$ cat src/rtl/alu_share_arb.sv
// alu_share_arb
//   Time-shares one external combinational ALU between two requesters.
//   Only one operation is in flight at a time: a command is accepted in
//   IDLE, presented to the ALU for exactly one cycle in EXEC, and its
//   registered result is held in RESP until the owning requester takes it.
//   Contention between the two requesters is resolved round-robin.
//
// Ports
//   clk, rst_n                : clock, asynchronous active-low reset
//   reqN_valid/ready          : command handshake, requester N (N = 0, 1)
//   reqN_op/a/b               : ALU control code and operands
//   rspN_valid/ready          : response handshake, requester N
//   rspN_data/err             : result, undefined-opcode flag
//   alu_ctrl/alu_a/alu_b      : drive the shared ALU (zero outside EXEC)
//   alu_result                : combinational result from the shared ALU
module alu_share_arb #(
   parameter int WIDTH = 32
) (
   input  logic             clk,
   input  logic             rst_n,
   input  logic             req0_valid,
   output logic             req0_ready,
   input  logic [3:0]       req0_op,
   input  logic [WIDTH-1:0] req0_a,
   input  logic [WIDTH-1:0] req0_b,
   input  logic             req1_valid,
   output logic             req1_ready,
   input  logic [3:0]       req1_op,
   input  logic [WIDTH-1:0] req1_a,
   input  logic [WIDTH-1:0] req1_b,
   output logic             rsp0_valid,
   input  logic             rsp0_ready,
   output logic [WIDTH-1:0] rsp0_data,
   output logic             rsp0_err,
   output logic             rsp1_valid,
   input  logic             rsp1_ready,
   output logic [WIDTH-1:0] rsp1_data,
   output logic             rsp1_err,
   output logic [3:0]       alu_ctrl,
   output logic [WIDTH-1:0] alu_a,
   output logic [WIDTH-1:0] alu_b,
   input  logic [WIDTH-1:0] alu_result
);

   typedef enum logic [1:0] {
      IDLE,
      EXEC,
      RESP
   } state_t;

   state_t           state_q, state_d;
   logic             ptr_q, ptr_d;     // requester favoured on contention
   logic             id_q, id_d;       // owner of the in-flight operation
   logic [3:0]       op_q, op_d;
   logic [WIDTH-1:0] a_q, a_d;
   logic [WIDTH-1:0] b_q, b_d;
   logic [WIDTH-1:0] res_q, res_d;
   logic             err_q, err_d;

   logic             grant;            // requester offered ready in IDLE
   logic             op_defined;
   logic             served;

   // A lone valid requester wins regardless of the pointer; otherwise
   // (both or neither valid) the pointer decides.
   always_comb begin
      grant = ptr_q;
      if (req0_valid && !req1_valid) begin
         grant = 1'b0;
      end else if (req1_valid && !req0_valid) begin
         grant = 1'b1;
      end
   end

   always_comb begin
      case (op_q)
         4'b0000, 4'b0001, 4'b0010, 4'b0011,
         4'b0100, 4'b0101, 4'b1000, 4'b1001: op_defined = 1'b1;
         default:                            op_defined = 1'b0;
      endcase
   end

   always_comb begin
      req0_ready = (state_q == IDLE) && !grant;
      req1_ready = (state_q == IDLE) &&  grant;

      rsp0_valid = (state_q == RESP) && !id_q;
      rsp1_valid = (state_q == RESP) &&  id_q;
      rsp0_data  = rsp0_valid ? res_q : '0;
      rsp1_data  = rsp1_valid ? res_q : '0;
      rsp0_err   = rsp0_valid && err_q;
      rsp1_err   = rsp1_valid && err_q;

      alu_ctrl   = (state_q == EXEC) ? op_q : '0;
      alu_a      = (state_q == EXEC) ? a_q  : '0;
      alu_b      = (state_q == EXEC) ? b_q  : '0;

      served     = id_q ? rsp1_ready : rsp0_ready;
   end

   always_comb begin
      state_d = state_q;
      ptr_d   = ptr_q;
      id_d    = id_q;
      op_d    = op_q;
      a_d     = a_q;
      b_d     = b_q;
      res_d   = res_q;
      err_d   = err_q;
      case (state_q)
         IDLE: begin
            if (req0_valid && req0_ready) begin
               id_d    = 1'b0;
               op_d    = req0_op;
               a_d     = req0_a;
               b_d     = req0_b;
               state_d = EXEC;
            end else if (req1_valid && req1_ready) begin
               id_d    = 1'b1;
               op_d    = req1_op;
               a_d     = req1_a;
               b_d     = req1_b;
               state_d = EXEC;
            end
         end
         EXEC: begin
            // Undefined opcodes still occupy the ALU slot but report zero.
            res_d   = op_defined ? alu_result : '0;
            err_d   = !op_defined;
            state_d = RESP;
         end
         RESP: begin
            if (served) begin
               ptr_d   = !id_q;
               state_d = IDLE;
            end
         end
         default: state_d = IDLE;
      endcase
   end

   always_ff @(posedge clk or negedge rst_n) begin
      if (!rst_n) begin
         state_q <= IDLE;
         ptr_q   <= 1'b0;
         id_q    <= 1'b0;
         op_q    <= '0;
         a_q     <= '0;
         b_q     <= '0;
         res_q   <= '0;
         err_q   <= 1'b0;
      end else begin
         state_q <= state_d;
         ptr_q   <= ptr_d;
         id_q    <= id_d;
         op_q    <= op_d;
         a_q     <= a_d;
         b_q     <= b_d;
         res_q   <= res_d;
         err_q   <= err_d;
      end
   end

endmodule
$ cat config.mk
export PLATFORM = sky130hd
export DESIGN_NAME = alu_share_arb
export DESIGN_NICKNAME = d
export VERILOG_FILES = /design/src/rtl/alu_share_arb.sv
export SDC_FILE = /design/constraint.sdc
export NUM_CORES = 1
export LEC_CHECK = 0
export CORE_AREA = 2 2 122 124
export DETAILED_ROUTE_END_ITERATION = 7
export DIE_AREA = 0 0 124 126
export GPL_ROUTABILITY_DRIVEN = 0
export PLACE_DENSITY_LB_ADDON = 0.1
export SETUP_SLACK_MARGIN = 0.1
export SYNTH_ARGS = -nofsm -noshare
export SYNTH_HDL_FRONTEND = slang
export SYNTH_SLANG_ARGS = --single-unit
$ cat constraint.sdc
create_clock -name clk -period 2.4 [get_ports clk]
set_input_delay 0.48 -clock clk [delete_from_list [all_inputs] [get_ports clk]]
set_output_delay 0.48 -clock clk [all_outputs]
set_load 0.03 [all_outputs]
==> results.rst, run 1 <==
.. list-table::
   :header-rows: 1

   * - Metric
     - Value
   * - Clock skew
     - 6.77 ps
   * - Number of antenna violations at the first check in global routing
     - 1
   * - Critical Setup Path Class
     - flop to output port
   * - Minimum setup slack after placement
     - 240 ps
   * - Clock tree from TritonCTS
     - built
   * - Critical path startpoint category
     - flop
   * - Detailed-route wire length per cell
     - 19.7 um
   * - Share of the cycle needed by the critical path after routing
     - 92.5%
   * - Max-slew violations
     - 0
   * - Sum of buffers and inverters on the critical path
     - 2
   * - Iteration-0 DRC Markers
     - 268
   * - Routed wire length
     - 19.0 mm
   * - Cell variety after synth
     - 26
   * - Final-layout setup total negative slack
     - 0 ps
   * - IO Port Bufs
     - 311
   * - Count of endpoints failing hold in the final timing report
     - 0
   * - Post-synthesis average cell area
     - 11.3 um^2
   * - Largest delay share family, worst path
     - simple AND/OR/NAND/NOR gates
   * - Total of warnings raised by yosys
     - 0
   * - I/O pin count
     - 312
   * - Worst setup slack after layout
     - 181 ps
   * - Power per standard cell area
     - 1190 nW/um^2
   * - Number of standard cells in the layout, taps in and fillers out
     - 963
   * - Clock buffer count from CTS
     - 9
   * - Number of global-route vias before repair
     - 5285
   * - Worst min path class
     - input port to asynchronous set/reset pin
   * - Max Cap Violations
     - 0
   * - Total GRT Usage
     - 23.7%
   * - Sequential element share of the synthesized area
     - 47.0%
   * - Largest buffer count on any clock path
     - 2
   * - Worst Tran Pin Value
     - 770 ps
   * - Post-synth top area cell
     - dfrtp_1
   * - Pre-antenna DRT Iters
     - 6
   * - Die height
     - 126 um
   * - Synth Instances
     - 493
   * - Num Clock Sinks
     - 105
   * - Yosys reg bits
     - 105
   * - Area of the core
     - 14300 um^2
   * - Remaining Overflow, GRT
     - 0
   * - Nets in the synthesized netlist
     - 667
   * - Fraction of final layout cells sized beyond drive strength 1
     - 23.4%
   * - Number of rows created at floorplan
     - 44
   * - Starting Density
     - 39.1%
   * - Final Setup Violations
     - 0
   * - Buffers inserted by post-CTS timing repair
     - 0
   * - Die Footprint
     - 15600 um^2
   * - Placed wire-length estimate after detailed placement
     - 13.3 mm
   * - Maximum number of pins on one net before global-route repair
     - 69
   * - Critical path peak fanout
     - 17
   * - Dominant cells by area after synthesis
     - dfrtp_1, and2_1, o221a_1
   * - Worst ir drop on vdd
     - 0.000644 V
   * - Total vias in the final route
     - 5244
   * - Synthesis-to-finish area growth
     - 58.7%
   * - Number of nets in the layout
     - 947
   * - Crit-path cells
     - nand2b_1 > nor2_4 > buf_6 > and2_1 > buf_12
   * - Later-pin clock latency in the skew report
     - 340 ps
   * - Vias per Instance
     - 5.45
   * - Top achievable clock speed
     - 451 MHz
   * - Total instance count after detailed placement
     - 945
   * - Leakage power figure
     - 3.73 nW
   * - Antenna-violating nets left
     - 0
   * - Worst path required time
     - 1920 ps
   * - Clock root buffer
     - clkbuf_16
   * - Relative slew slack
     - 48.6%
   * - Horizontal die dimension
     - 124 um
   * - Unrepaired setup endpoints after global routing
     - no
   * - Clock transition at the register clock pins on the worst setup and hold paths after CTS
     - 70 ps
   * - Number of levels the H-tree was split into
     - 3
   * - DRC violation count after routing
     - 0
   * - Crit-path slowest cell
     - dfrtp_2
   * - Proportion of netlist area held by the largest area contributor
     - 47.0%
   * - Area of the mapped netlist
     - 5590 um^2
   * - Kind of end point of the critical path
     - output port
   * - Global-route wire length before repair
     - 28.5 mm
   * - Status
     - complete, no violations
   * - WP data arrival
     - 1740 ps
   * - CP max stage delay
     - 460 ps
   * - Min Tclk post-route
     - 2220 ps
   * - Utilization of the core after routing
     - 62.0%
-- worst reg2reg max path, cell delays in order, from the launching register on --
cell and delay, ps:
dfrtp_2 460, nor2_4 120, buf_4 360, buf_4 490, nand4b_1 170, o221a_1 170
-- power by group --
part           leakage [nW]  internal (mW)  switching, mW  total [mW]
clock                 0.146          0.819          0.695        1.51
combinational          2.35           2.60           3.26        5.86
sequential             1.23           2.64          0.543        3.18
-- placed cells by master (no fill, tap or decap), drive strengths merged, types with 2 or more instances in the layout --
| cell | netlist | final |
|---|---|---|
| buf | 30 | 156 |
| nor2 | 5 | 5 |
| inv | 2 | 2 |
| o221a | 68 | 68 |
| dfrtp | 105 | 105 |
| nand4b | 68 | 68 |
| clkinv | 0 | 5 |
| nand2b | 3 | 3 |
| nand2 | 4 | 4 |
| clkdlybuf4s50 | 0 | 171 |
| a22o | 32 | 32 |
| clkbuf | 28 | 9 |
| o21ai | 3 | 3 |
| o21a | 2 | 2 |
| and2 | 135 | 135 |
-- routing by layer --
| metal | vias to the layer above | routed length, um | track usage (%) |
|---|---|---|---|
| li1 | 2417 | - | - |
| met4 | 0 | 496 | 8.66 |
| met2 | 239 | 9560 | 40.7 |
| met1 | 2554 | 7410 | 29.0 |
| met3 | 34 | 1510 | 5.12 |
| met5 | - | 0 | 0 |
-- layout make-up --
cell class | count | area [um^2]
diodes | 1 | 2.50
clock buffers | 9 | 225
clock inverters | 7 | 81.3
fillers | 1221 | 5440
inverters | 2 | 7.51
multi-input cells | 328 | 2660
flip-flops and latches | 105 | 2630
well taps | 184 | 230
repair buffers | 327 | 3040
-- final timing paths --
path	start	endpoint	slack, ps	cells past startpoint
worst max register to register	state_q[0]	a_q[16]	520	5
min in group clk	err_q	err_q	500	2
worst max-delay path	state_q[0]	rsp0_data[14]	180	5
worst min-delay path	rst_n	b_q[24]	100	1
max in group asynchronous	rst_n	res_q[11]	1500	2
worst min register to register	err_q	err_q	500	2
-- what timing repair did --
item                       in CTS  in global routing
gates resized for setup         1                  7
setup endpoints to repair       1                 29
gates cloned                    0                  1
hold buffers                    0                  0
-- synthesized netlist by cell type --
| cell | number |
|---|---|
| o221a_1 | 68 |
| nand2b_1 | 3 |
| buf_6 | 6 |
| nand3_2 | 1 |
| a2bb2oi_1 | 1 |
| maj3_1 | 1 |
| nor2_4 | 2 |
| inv_1 | 2 |
| a21oi_1 | 1 |
| buf_4 | 9 |
| dfrtp_1 | 105 |
| and2_1 | 135 |
| o21a_1 | 2 |
| nand2_1 | 4 |
| buf_1 | 1 |
| and3_1 | 1 |
| clkbuf_1 | 28 |
| o21ai_0 | 2 |
| a22o_1 | 32 |
| and2b_1 | 1 |
| buf_2 | 14 |
| nor4_1 | 1 |
| nand4b_1 | 68 |
| a31oi_1 | 1 |
| o21ai_1 | 1 |
| nor2_1 | 3 |
-- state kept, by name, indices dropped and copies added (netlist names) --
| signal | flops |
|---|---|
| res_q | 32 |
| state_q | 2 |
| id_q | 1 |
| err_q | 1 |
| a_q | 32 |
| b_q | 32 |
| ptr_q | 1 |
| op_q | 4 |
-- cell families after synthesis --
family	Yosys count	synth area share (%)
fa+ha+maj	1	0.179
flops	105	47.0
compound gates	108	19.6
simple gates	219	27.5
buf+inv	60	5.75
-- metrics by stage --
stage | power [mW] | instance area (um^2) | hold WS (ps)
floorplan | 6.89 | 5600 | 184
global placement | 8.92 | 8540 | 470
detailed placement | 9.06 | 8540 | 489
CTS | 10.6 | 8850 | 121
global route | 11.2 | 8870 | 139
finish | 10.6 | 8880 | 97.8
(Power assumes the default switching activity.)
==> run 2: changes to the inputs <==
--- a/config.mk
+++ b/config.mk
@@ -10,6 +10,7 @@
 export DIE_AREA = 0 0 124 126
 export GPL_ROUTABILITY_DRIVEN = 0
 export PLACE_DENSITY_LB_ADDON = 0.1
+export REMOVE_ABC_BUFFERS = 1
 export SETUP_SLACK_MARGIN = 0.1
 export SYNTH_ARGS = -nofsm -noshare
 export SYNTH_HDL_FRONTEND = slang
==> run 2 against run 1 <==
Effect of this change: clock skew barely moved; clock power increased by 5%; power decreased by 1.5%; register-to-register slack improved by 160 ps; sequential share of layout area is 0.33 points higher; combinational power shrank 3.9%; critical path type unchanged; largest cell class unchanged; highest routed layer unchanged.
==> results.rst, run 2 (same netlist as run 1, synthesis figures left out) <==
.. list-table::
   :header-rows: 1

   * - Metric
     - Value
   * - Largest registers ranked by flip-flop count
     - a_q: 32 flops, b_q: 32 flops, res_q: 32 flops
   * - Antenna-violating nets left
     - 0 (unchanged)
   * - Total vias in the final route
     - 5221 (-0.44%)
   * - Area of the core
     - 14300 um^2 (unchanged)
   * - R2R cell count
     - 3 (-2)
   * - Status
     - complete, no violations
   * - Iteration-0 DRC Markers
     - 275 (+2.6%)
   * - Number of rows created at floorplan
     - 44 (unchanged)
   * - Number of antenna violations at the first check in global routing
     - 0 (-1)
   * - Starting Density
     - 39.1% (unchanged)
   * - Fraction of final layout cells sized beyond drive strength 1
     - 22.7% (-0.74 points)
   * - Most common cell after layout, fill and taps aside
     - clkdlybuf4s50_1
   * - Horizontal die dimension
     - 124 um (unchanged)
   * - Utilization of the core after routing
     - 61.3% (-0.75 points)
   * - Commonest non-fill, non-tap cells in the layout
     - clkdlybuf4s50_1, buf_4, and2_1
   * - Critical Setup Path Class
     - flop to output port
   * - Number of fill cells
     - 1176 (-3.7%)
   * - Global-route wire length before repair
     - 28.7 mm (+0.65%)
   * - Worst Tran Pin Value
     - 763 ps (-7.09 ps)
   * - Die height
     - 126 um (unchanged)
   * - Proportion of power drawn by combinational gates
     - 54.2% (-1.3 points)
   * - Max-slew violations
     - 0 (unchanged)
   * - Largest buffer count on any clock path
     - 2 (unchanged)
   * - Total power of the final layout
     - 10.4 mW (-1.5%)
   * - Top achievable clock speed
     - 449 MHz (-0.35%)
   * - WP data arrival
     - 1750 ps (about the same)
   * - Worst path required time
     - 1920 ps (about the same)
   * - Sequential power share
     - 30.6% (+0.4 points)
   * - Multi-input combinational cell area
     - 2650 um^2 (-0.52%)
   * - Clock buffer count from CTS
     - 9 (unchanged)
   * - Num Clock Sinks
     - 105 (unchanged)
   * - Placed wire-length estimate after detailed placement
     - 13.1 mm (-1.6%)
   * - Die Footprint
     - 15600 um^2 (unchanged)
   * - Maximum number of pins on one net before global-route repair
     - 69 (unchanged)
   * - Count of antenna diodes in the layout
     - 0 (-1)
   * - Buffers inserted by post-CTS timing repair
     - 0 (unchanged)
   * - Clock tree from TritonCTS
     - built
   * - DRC violation count after routing
     - 0 (unchanged)
   * - Proportion of power drawn by the clock network
     - 15.3% (+1.0 points)
   * - Number of nets in the layout
     - 946 (-0.11%)
   * - Critical path peak fanout
     - 43 (+26)
   * - Kind of end point of the critical path
     - output port
   * - Sequential cell area
     - 2630 um^2 (about the same)
   * - Min Tclk post-route
     - 2230 ps (+7.91 ps)
   * - NetSw
     - 4.38 mW (-2.5%)
   * - Number of levels the H-tree was split into
     - 3 (unchanged)
   * - Share of the cycle needed by the critical path after routing
     - 92.8% (+0.33 points)
   * - Clock skew
     - 6.31 ps (-0.459 ps)
   * - Leakage power figure
     - 3.71 nW (-0.53%)
   * - IO Port Bufs
     - 311 (unchanged)
   * - Routed wire length
     - 18.8 mm (-0.83%)
   * - Worst min path class
     - input port to asynchronous set/reset pin
   * - Share of total power consumed by net switching
     - 42.1% (-0.43 points)
   * - Remaining Overflow, GRT
     - 0 (unchanged)
   * - Count of endpoints failing hold in the final timing report
     - 0 (unchanged)
   * - Clock root buffer
     - clkbuf_16
   * - Worst hold slack
     - 129 ps (+31.1 ps)
   * - Vias per Instance
     - 5.43 (-0.23%)
   * - Max Cap Violations
     - 0 (unchanged)
   * - Unrepaired setup endpoints after global routing
     - yes
   * - Detailed-route wire length per cell
     - 19.6 um (-0.62%)
   * - Final Setup Violations
     - 0 (unchanged)
   * - Internal power consumption
     - 6.02 mW (-0.75%)
   * - Power per standard cell area
     - 1190 nW/um^2 (-0.28%)
   * - Synthesis-to-finish area growth
     - 56.8%
   * - Number of global-route vias before repair
     - 5349 (+1.2%)
   * - Clock transition at the register clock pins on the worst setup and hold paths after CTS
     - 70 ps (about the same)
   * - Pre-antenna DRT Iters
     - 4 (-2)
   * - Critical path startpoint category
     - flop
   * - Final-layout setup total negative slack
     - 0 ps (unchanged)
   * - Total GRT Usage
     - 23.7% (+0.056 points)
   * - Later-pin clock latency in the skew report
     - 350 ps (about the same)
   * - Relative slew slack
     - 49.2% (+0.59 points)
   * - I/O pin count
     - 312 (unchanged)
   * - Worst ir drop on vdd
     - 0.000580 V (-10%)
==> run 2: cell types whose count changed in the layout (fill, tap and decap cells not counted), sizes merged <==
cell,change
buf,-1
bufinv,+1
clkbuf,+2
clkinv,-2
clkinvlp,-1
diode,-1
==> run 2: power groups by stage <==
stage	Combinational (mW)	Clock, mW	Sequential [mW]
final	5.63	1.59	3.18
after CTS	5.68	1.63	3.18
after floorplan	3.54	0	3.00
after detailed placement	5.68	0	3.18
after global placement	5.58	0	3.16
after global routing	6.02	1.70	3.30
==> run 2: worst paths after layout <==
path	slack [ps]	from	to
worst min register to register	500	err_q	err_q
worst max register to register	680	op_q[3]	res_q[1]
max in group asynchronous	1620	rst_n	a_q[13]
worst min-delay path	130	rst_n	a_q[5]
worst max-delay path	170	state_q[1]	alu_b[26]
min in group clk	500	err_q	err_q
==> run 2: final cells by class <==
cell class	instances	share of cell area (%)
flip-flops and latches	105	30.0
multi-input cells	328	30.2
repair buffers	326	33.5
clock inverters	5	0.899
well taps	184	2.63
inverters	2	0.0856
clock buffers	11	2.77
==> run 2: repair_timing <==
action,CTS,global route
endpoints found under the setup margin,7,34
hold buffers,0,0
gates resized for setup,1,2
==> run 2: metrics by stage <==
stage / cells / setup WS [ps] / area [um^2]
5_1_grt: 961 / 88.9 / 8770
4_1_cts: 961 / 110 / 8760
6_report: 961 / 173 / 8770
2_1_floorplan: 435 / -801 / 5280
3_3_place_gp: 945 / 244 / 8440
3_5_place_dp: 945 / 203 / 8440
==> run 2: worst max-delay path: stages (launching register included) <==
cell and delay (ps):
dfrtp_1 470, and2b_2 270, buf_6 260, and2_1 210, buf_4 170
==> run 2: layer usage <==
metal,routed length (um),track usage [%],vias up,share of wire (%)
met5,0,0,-,0
met4,493,9.72,0,2.6
met3,1720,5.53,30,9.1
li1,-,-,2415,-
met2,9280,40.3,249,49
met1,7330,28.7,2527,39
==> run 3: changes to the inputs <==
--- a/config.mk
+++ b/config.mk
@@ -5,9 +5,10 @@
 export SDC_FILE = /design/constraint.sdc
 export NUM_CORES = 1
 export LEC_CHECK = 0
-export CORE_AREA = 2 2 122 124
+export ABC_AREA = 1
+export CORE_MARGIN = 2
+export CORE_UTILIZATION = 46
 export DETAILED_ROUTE_END_ITERATION = 7
-export DIE_AREA = 0 0 124 126
 export GPL_ROUTABILITY_DRIVEN = 0
 export PLACE_DENSITY_LB_ADDON = 0.1
 export REMOVE_ABC_BUFFERS = 1
==> run 3 against run 2 <==
Effect of this change: critical path depth rose by 2; combinational power up 8.0%; sequential power decreased by 3%; via count increased by 41%.
==> results.rst, run 3 <==
.. list-table::
   :header-rows: 1

   * - Metric
     - Value
   * - Final Setup Violations
     - 0 (unchanged)
   * - Number of fill cells
     - 1401 (+19%)
   * - Critical path peak fanout
     - 53 (+23%)
   * - Number of global-route vias before repair
     - 6892 (+29%)
   * - Total GRT Usage
     - 25.8% (+2.1 points)
   * - Commonest non-fill, non-tap cells in the layout
     - nand2_1, inv_1, clkdlybuf4s50_1
   * - Clock root buffer
     - clkbuf_16
   * - Sequential cell area
     - 2630 um^2 (unchanged)
   * - Critical path startpoint category
     - flop
   * - Count of endpoints failing hold in the final timing report
     - 0 (unchanged)
   * - Synth Instances
     - 1206 (+140%)
   * - Area of the mapped netlist
     - 6930 um^2 (+24%)
   * - Kind of end point of the critical path
     - output port
   * - Most common flop cell mapped by yosys
     - dfrtp_1
   * - Number of levels the H-tree was split into
     - 3 (unchanged)
   * - Min Tclk post-route
     - 2220 ps (-5.63 ps)
   * - DRC violation count after routing
     - 0 (unchanged)
   * - Vias per Instance
     - 4.40 (-19%)
   * - Largest delay share family, worst path
     - buffers and inverters
   * - Starting Density
     - 47.3% (+8.3 points)
   * - I/O pin count
     - 312 (unchanged)
   * - Placed wire-length estimate after detailed placement
     - 15.2 mm (+16%)
   * - Antenna-violating nets left
     - 0 (unchanged)
   * - Number of standard cells in the layout, taps in and fillers out
     - 1678 (+75%)
   * - Leakage power figure
     - 6.53 nW (+76%)
   * - Clock transition at the register clock pins on the worst setup and hold paths after CTS
     - 70 ps (about the same)
   * - Number of antenna violations at the first check in global routing
     - 1 (+1)
   * - Proportion of netlist area held by the largest area contributor
     - 37.9% (-9.1 points)
   * - Worst setup slack after layout
     - 178 ps (+5.63 ps)
   * - Power per standard cell area
     - 1030 nW/um^2 (-13%)
   * - Yosys reg bits
     - 105 (unchanged)
   * - Status
     - complete, no violations
   * - Cts hold-fix bufs
     - 0 (unchanged)
   * - Fraction of final layout cells sized beyond drive strength 1
     - 9.38% (-13 points)
   * - Post-synthesis average cell area
     - 5.75 um^2 (-49%)
   * - WP data arrival
     - 1740 ps (about the same)
   * - Synthesis-to-finish area growth
     - 47.3%
   * - Top achievable clock speed
     - 450 MHz (+0.25%)
   * - Critical Setup Path Class
     - flop to output port
   * - Die Footprint
     - 16100 um^2 (+2.9%)
   * - Post-synth top area cell
     - dfrtp_1
   * - IO Port Bufs
     - 311 (unchanged)
   * - Maximum number of pins on one net before global-route repair
     - 55 (-20%)
   * - Dominant cells by area after synthesis
     - dfrtp_1, nand2_1, inv_1
   * - Share of the cycle needed by the critical path after routing
     - 92.6% (-0.23 points)
   * - Crit-path slowest cell
     - dfrtp_1
   * - Clock buffer count from CTS
     - 9 (unchanged)
   * - Later-pin clock latency in the skew report
     - 340 ps (about the same)
   * - Global-route wire length before repair
     - 33.5 mm (+17%)
   * - Sequential element share of the synthesized area
     - 37.9% (-9.1 points)
   * - Worst ir drop on vdd
     - 0.000491 V (-15%)
   * - Total of warnings raised by yosys
     - 0 (unchanged)
   * - Max Cap Violations
     - 0 (unchanged)
   * - Number of nets in the layout
     - 1662 (+76%)
   * - Iteration-0 DRC Markers
     - 291 (+5.8%)
   * - Buffers inserted by post-CTS timing repair
     - 0 (unchanged)
   * - Most used standard cells in the synthesized netlist
     - nand2_1, inv_1, nor2_1, dfrtp_1, nand3_1
   * - Largest registers ranked by flip-flop count
     - a_q: 32 flops, b_q: 32 flops, res_q: 32 flops
   * - Number of flops mapped to enable cells by yosys
     - 0 (unchanged)
   * - Routed wire length
     - 20.6 mm (+9.4%)
   * - Clock tree from TritonCTS
     - built
   * - Multi-input combinational cell area
     - 2740 um^2 (+3.3%)
   * - Count leader, synth
     - nand2_1
   * - Worst path required time
     - 1920 ps (about the same)
   * - Total instance count after detailed placement
     - 1661 (+76%)
   * - Num Clock Sinks
     - 105 (unchanged)
   * - Clock skew
     - 3.11 ps (-3.20 ps)
   * - Unrepaired setup endpoints after global routing
     - yes
   * - Max-slew violations
     - 0 (unchanged)
   * - Die height
     - 127 um (+0.61%)
   * - Relative slew slack
     - 63.5% (+14 points)
   * - Worst min path class
     - input port to asynchronous set/reset pin
   * - Most common cell after layout, fill and taps aside
     - nand2_1
   * - Number of rows created at floorplan
     - 44 (unchanged)
   * - Detailed-route wire length per cell
     - 12.3 um (-37%)
   * - Remaining Overflow, GRT
     - 0 (unchanged)
   * - Crit-path cells
     - inv_1 > nor2_4 > bufinv_16 > buf_8 > nor2_1 > buf_4
   * - Sum of buffers and inverters on the critical path
     - 4 (+2)
   * - CP max stage delay
     - 390 ps (-80 ps)
   * - Area of the core
     - 14600 um^2 (+2.3%)
   * - Total vias in the final route
     - 7379 (+41%)
   * - Worst Tran Pin Value
     - 547 ps (-216 ps)
   * - Pre-antenna DRT Iters
     - 4 (unchanged)
   * - Horizontal die dimension
     - 127 um (+2.2%)
   * - FFs w/ async S/R, synth
     - 100% (unchanged)
   * - Cell variety after synth
     - 17 (-35%)
   * - Largest buffer count on any clock path
     - 2 (unchanged)
   * - Minimum setup slack after placement
     - 97.7 ps (-106 ps)
==> run 3: stage by stage <==
stage          instance area (um^2)  hold slack, ps  power (mW)  setup TNS, ps  util (%)
6_report                      10200            40.6        10.6              0      69.7
3_3_place_gp                   9940             411        9.13              0      67.9
3_5_place_dp                   9940             419        9.27              0      67.9
5_1_grt                       10200            62.5        11.5              0      69.7
2_1_floorplan                  6660             184        6.91          -1950         -
4_1_cts                       10200            48.6        10.6              0      69.6
==> run 3: timing repair <==
action,CTS,global route
pin swaps,0,0
endpoints found under the setup margin,67,67
gates resized for setup,52,28
==> run 3: area by class of cell <==
type	instances	area share, %
flip-flops and latches	105	25.7
inverters	346	13.0
well taps	184	2.25
multi-input cells	696	26.8
clock inverters	3	0.147
diodes	1	0.0245
clock buffers	13	2.55
repair buffers	330	29.5
==> run 3: power by group <==
part | switching [mW] | total, mW | leakage [nW] | internal (mW)
clock network | 0.648 | 1.41 | 0.139 | 0.758
registers | 0.466 | 3.08 | 1.31 | 2.62
logic | 4.00 | 6.08 | 5.08 | 2.08
==> run 3: final timing paths <==
kind	from	endpoint	slack [ps]	depth (start not counted)
max in group asynchronous	rst_n	res_q[6]	1640	2
hold / removal	rst_n	a_q[16]	40	1
min in group clk	res_q[27]	res_q[27]	480	2
setup reg to reg	ptr_q	a_q[9]	940	7
hold reg to reg	res_q[27]	res_q[27]	480	2
setup / recovery	state_q[0]	alu_b[3]	180	6
==> run 3: logic make-up after synthesis <==
| logic type | share of synthesized area [%] |
|---|---|
| AND/OR/NAND/NOR | 38.9 |
| flip-flops | 37.9 |
| buffers and inverters | 22.7 |
| AO/OA/AOI/OAI | 0.433 |
==> run 3: metal layers <==
metal | vias up | global-route usage, % | part of all wire, %
met2 | 259 | 45.3 | 48
met3 | 38 | 5.65 | 7.3
met5 | - | 0 | 0
li1 | 3868 | - | -
met4 | 0 | 9.89 | 3.0
met1 | 3214 | 31.1 | 41
==> RTL edit 1: new RTL, config.mk and constraints of run 2 <==
Change the parameter `WIDTH` from 32 to 28.
--- a/src/rtl/alu_share_arb.sv
+++ b/src/rtl/alu_share_arb.sv
@@ -14,7 +14,7 @@
 //   alu_ctrl/alu_a/alu_b      : drive the shared ALU (zero outside EXEC)
 //   alu_result                : combinational result from the shared ALU
 module alu_share_arb #(
-   parameter int WIDTH = 32
+   parameter int WIDTH = 28
 ) (
    input  logic             clk,
    input  logic             rst_n,
Ports: changed (9 resized); port bits go from 312 to 276. No check against the original RTL was run, so the function may have changed too.
==> RTL edit 1 against run 2 <==
Area after synthesis fell by 16%; setup slack improved by 0.021 ns; wire length fell by 16%; largest cell class unchanged; design area fell by 12%; sequential share of layout area rose by 0.10 points; sequential cell count fell by 12; critical path type is now input pin to output pin; critical path depth rose by 1; power fell by 15%; worst hold slack got worse by 0.0063 ns.
==> RTL edit 1: results (changes against run 2) <==
stage	metric	value	unit	change
global_route	met3 Use GR	6.07	%	+0.54 points
drt	Met1 Wirelength	6180	um	-16%
placed_design	dpl hpwl	11100	um	-15%
setup_path	worst-path fanout max	3		-93%
yosys	top cells by area, synth	dfrtp_1 (50%), and2_1 (12%), o21ai_1 (6.2%)		
pwr	Max VDD drop	0.548	mV	-5.4%
drt	DR iter-0 viols	212		-23%
pwr	Logic power comb	0.00467	W	-17%
setup_path	Crit. Startpoint	req0_valid		
pwr	clk pwr	0.00142	W	-11%
setup_path	CP max stage cell	clkdlybuf4s50_1		
global_route	largest net degree at the start of global routing	95		+38%
setup_path	Top delay family on crit path	buffers and inverters		
outcome	status	finished clean		
drt	Vias	4706		-9.9%
yosys	sequential share of the synthesized area	49.5	%	+2.5 points
global_route	number of global-route vias before repair	4761		-11%
yosys	fraction of synthesized area in multiplexers	0.240	%	+0.24 points
timing	worst setup skew after layout	0.00678	ns	+0.000465 ns
placed_design	placed cell count	948		+0.32%
pwr	Comb power frac	52.9	%	-1.3 points
global_route	first-pass GRT wire length	24300	um	-15%
drt	met2 routed WL	7820	um	-16%
drt	Vias per Instance	4.89		-10%
yosys	Post-Synth Adder-Cell Area	0.213	%	+0.034 points
finish	biggest regs	a_q: 28 flops, b_q: 28 flops, res_q: 28 flops		
placed_design	Place WS	0.123	ns	-0.0801 ns
yosys	Synth Area in Compound Gates	20.0	%	+0.42 points
global_route	GRT Total Usage	20.1	%	-3.6 points
finish	nets@finish	930		-1.7%
placed_design	Placed Area	7490	um2	-11%
finish	Layout fillers	1391		+18%
drt	met3 routed WL	1460	um	-15%
global_route	grt met2 use	35.7	%	-4.6 points
timing	Worst-Margin Slew	0.581	ns	-0.182 ns
## RTL edit 1: changes by cell type after synthesis, sizes merged, moves of 27 or more
cell	before	now
o21ai	3	64
o22ai	0	33
nand2	4	62
nand4b	68	0
a21oi	1	28
o221a	68	0
and2	135	91
and3	1	30
nor2	5	32
## RTL edit 1: final timing paths
kind / to / slack [ns] / cells past startpoint
max: req0_ready / 0.19 / 5
min: res_q[10] / 0.12 / 1
max reg2reg: a_q[11] / 0.68 / 6
min reg2reg: b_q[12] / 0.47 / 2
max in group asynchronous: a_q[22] / 1.57 / 2
min in group clk: b_q[12] / 0.47 / 2
## RTL edit 1: area by class of cell
cell class / instances / share of cell area, %
Clock buffer: 11 / 3.26
Clock inverter: 2 / 0.453
Inverter: 1 / 0.0485
Multi-Input combinational cell: 379 / 27.9
Sequential cell: 93 / 30.1
Tap cell: 184 / 2.97
Timing Repair Buffer: 292 / 35.3
==> RTL edit 2: new RTL, config.mk and constraints of run 2 <==
Without the edit above. The 3 states of `state_t` get a one-hot encoding in 3 bits.
--- a/src/rtl/alu_share_arb.sv
+++ b/src/rtl/alu_share_arb.sv
@@ -42,10 +42,10 @@
    input  logic [WIDTH-1:0] alu_result
 );
 
-   typedef enum logic [1:0] {
-      IDLE,
-      EXEC,
-      RESP
+   typedef enum logic [2:0] {
+      IDLE = 3'b001,
+      EXEC = 3'b010,
+      RESP = 3'b100
    } state_t;
 
    state_t           state_q, state_d;
Check against the original RTL: no difference found for any inputs over 4 cycles, from zero or initial values and one cycle with rst_n low; so few cycles prove little.
==> RTL edit 2 against run 2 <==
Fmax is 1.0% lower; sequential cell count is 1 higher; power is 14% lower; setup slack worse by 0.023 ns; first-iteration DRC count is 41% higher; area after synthesis is 2.7% higher; wire length is 7.5% higher; design area is 4.4% higher; worst hold slack worse by 0.026 ns; largest cell class unchanged; largest power group unchanged; highest routed layer unchanged.
==> RTL edit 2: results (changes against run 2) <==
stage	metric	value	unit	change
outcome	status	finished clean		
placed_design	dpl hpwl	14400	um	+10%
pwr	cell internal pwr	0.00537	W	-11%
timing	worst setup skew after layout	0.00918	ns	+0.00287 ns
placed_design	Place WS	0.227	ns	+0.0234 ns
cts	Post-CTS Setup Repair Bufs	2		+2
timing	Worst-Margin Slew	0.751	ns	-0.0111 ns
setup_path	worst-path fanout max	34		-21%
drt	detailed-route wire length per cell	18.2	um	-7.1%
cts	post_cts resized	2		+1
setup_path	Top delay family on crit path	flip-flops		
pwr	Max VDD drop	0.671	mV	+16%
pwr	Seq group	0.00309	W	-3%
yosys	most frequent cells after synthesis	dfrtp_1 (105), and2_1 (102), nor2_1 (75)		
timing	PnR worst setup slack	0.150	ns	-0.0231 ns
pwr	Leak	4.25	nW	+15%
setup_path	slowest cell delay on critical path	0.57	ns	+0.10 ns
yosys	Synth cell types	30		+15%
timing	hold_ws	0.103	ns	-0.0256 ns
setup_path	CP max stage cell	dfstp_2		
global_route	GRT Total Usage	25.2	%	+1.5 points
setup_path	internal reg-to-reg setup slack	0.57	ns	-0.11 ns
global_route	largest net degree at the start of global routing	69		unchanged
pwr	Clock power frac	17.5	%	+2.2 points
yosys	predominant post-synthesis flop cell	dfrtp_1		
setup_path	critical path arrival	1.77	ns	+0.02 ns
placed_design	Placed Area	8760	um2	+3.8%
finish	nets@finish	1099		+16%
global_route	first-pass GRT wire length	31100	um	+8.4%
drt	DR iter-0 viols	387		+41%
yosys	top cells by area, synth	dfrtp_1 (46%), and2_1 (11%), o31ai_1 (8.9%)		
## RTL edit 2: changes by cell type after synthesis, moves of 3 or more
cell / change
a21oi_1: +69
nor2_1: +72
o221a_1: -68
nand2b_1: -3
o31ai_1: +68
clkbuf_1: +19
o21ai_1: +67
nand2_1: -3
nand4b_1: -68
and3_1: +32
buf_6: -5
buf_4: -4
and2_1: -33
## RTL edit 2: cell type report
class	count	area (um2)
timing repair buffer	340	3130
tap	184	230
clock buffer	11	243
multi-input combinational	467	2830
clock inverter	3	65.1
inverter	1	3.75
sequential	106	2660
fill	1223	5160
## RTL edit 2: through the flow
stage / power [W] / instances / util (%)
final: 0.00892 / 1112 / 64.0
after global routing: 0.00950 / 1112 / 64.0
after CTS: 0.00889 / 1108 / 63.5
after detailed placement: 0.00729 / 1092 / 61.2
after global placement: 0.00715 / 1092 / 61.2
after floorplan: 0.00551 / 574 / -
## RTL edit 2: metal layers
layer  global-route usage, %  up-vias  wire, um
met4                    9.05        0       563
met3                    5.62       42      1730
met2                    42.0      285      9990
li1                        -     2836         -
met1                    31.9     2916      7950
met5                       0        -         0
## RTL edit 2: final timing paths
| path | startpoint | cells past startpoint | endpoint |
|---|---|---|---|
| hold reg to reg | b_q[17] | 2 | b_q[17] |
| setup reg to reg | state_q[0] | 4 | a_q[16] |
| hold / removal | rst_n | 1 | a_q[22] |
| setup / recovery | state_q[0] | 6 | rsp0_data[17] |
| max in group asynchronous | rst_n | 2 | b_q[30] |
| min in group clk | b_q[17] | 2 | b_q[17] |
## RTL edit 2: kinds of logic after synthesis
kind of cell | share of synthesized area, %
fa+ha+maj | 0.174
flops | 46.2
mux | 0.174
buf+inv | 5.30
simple gates | 21.4
compound gates | 26.8
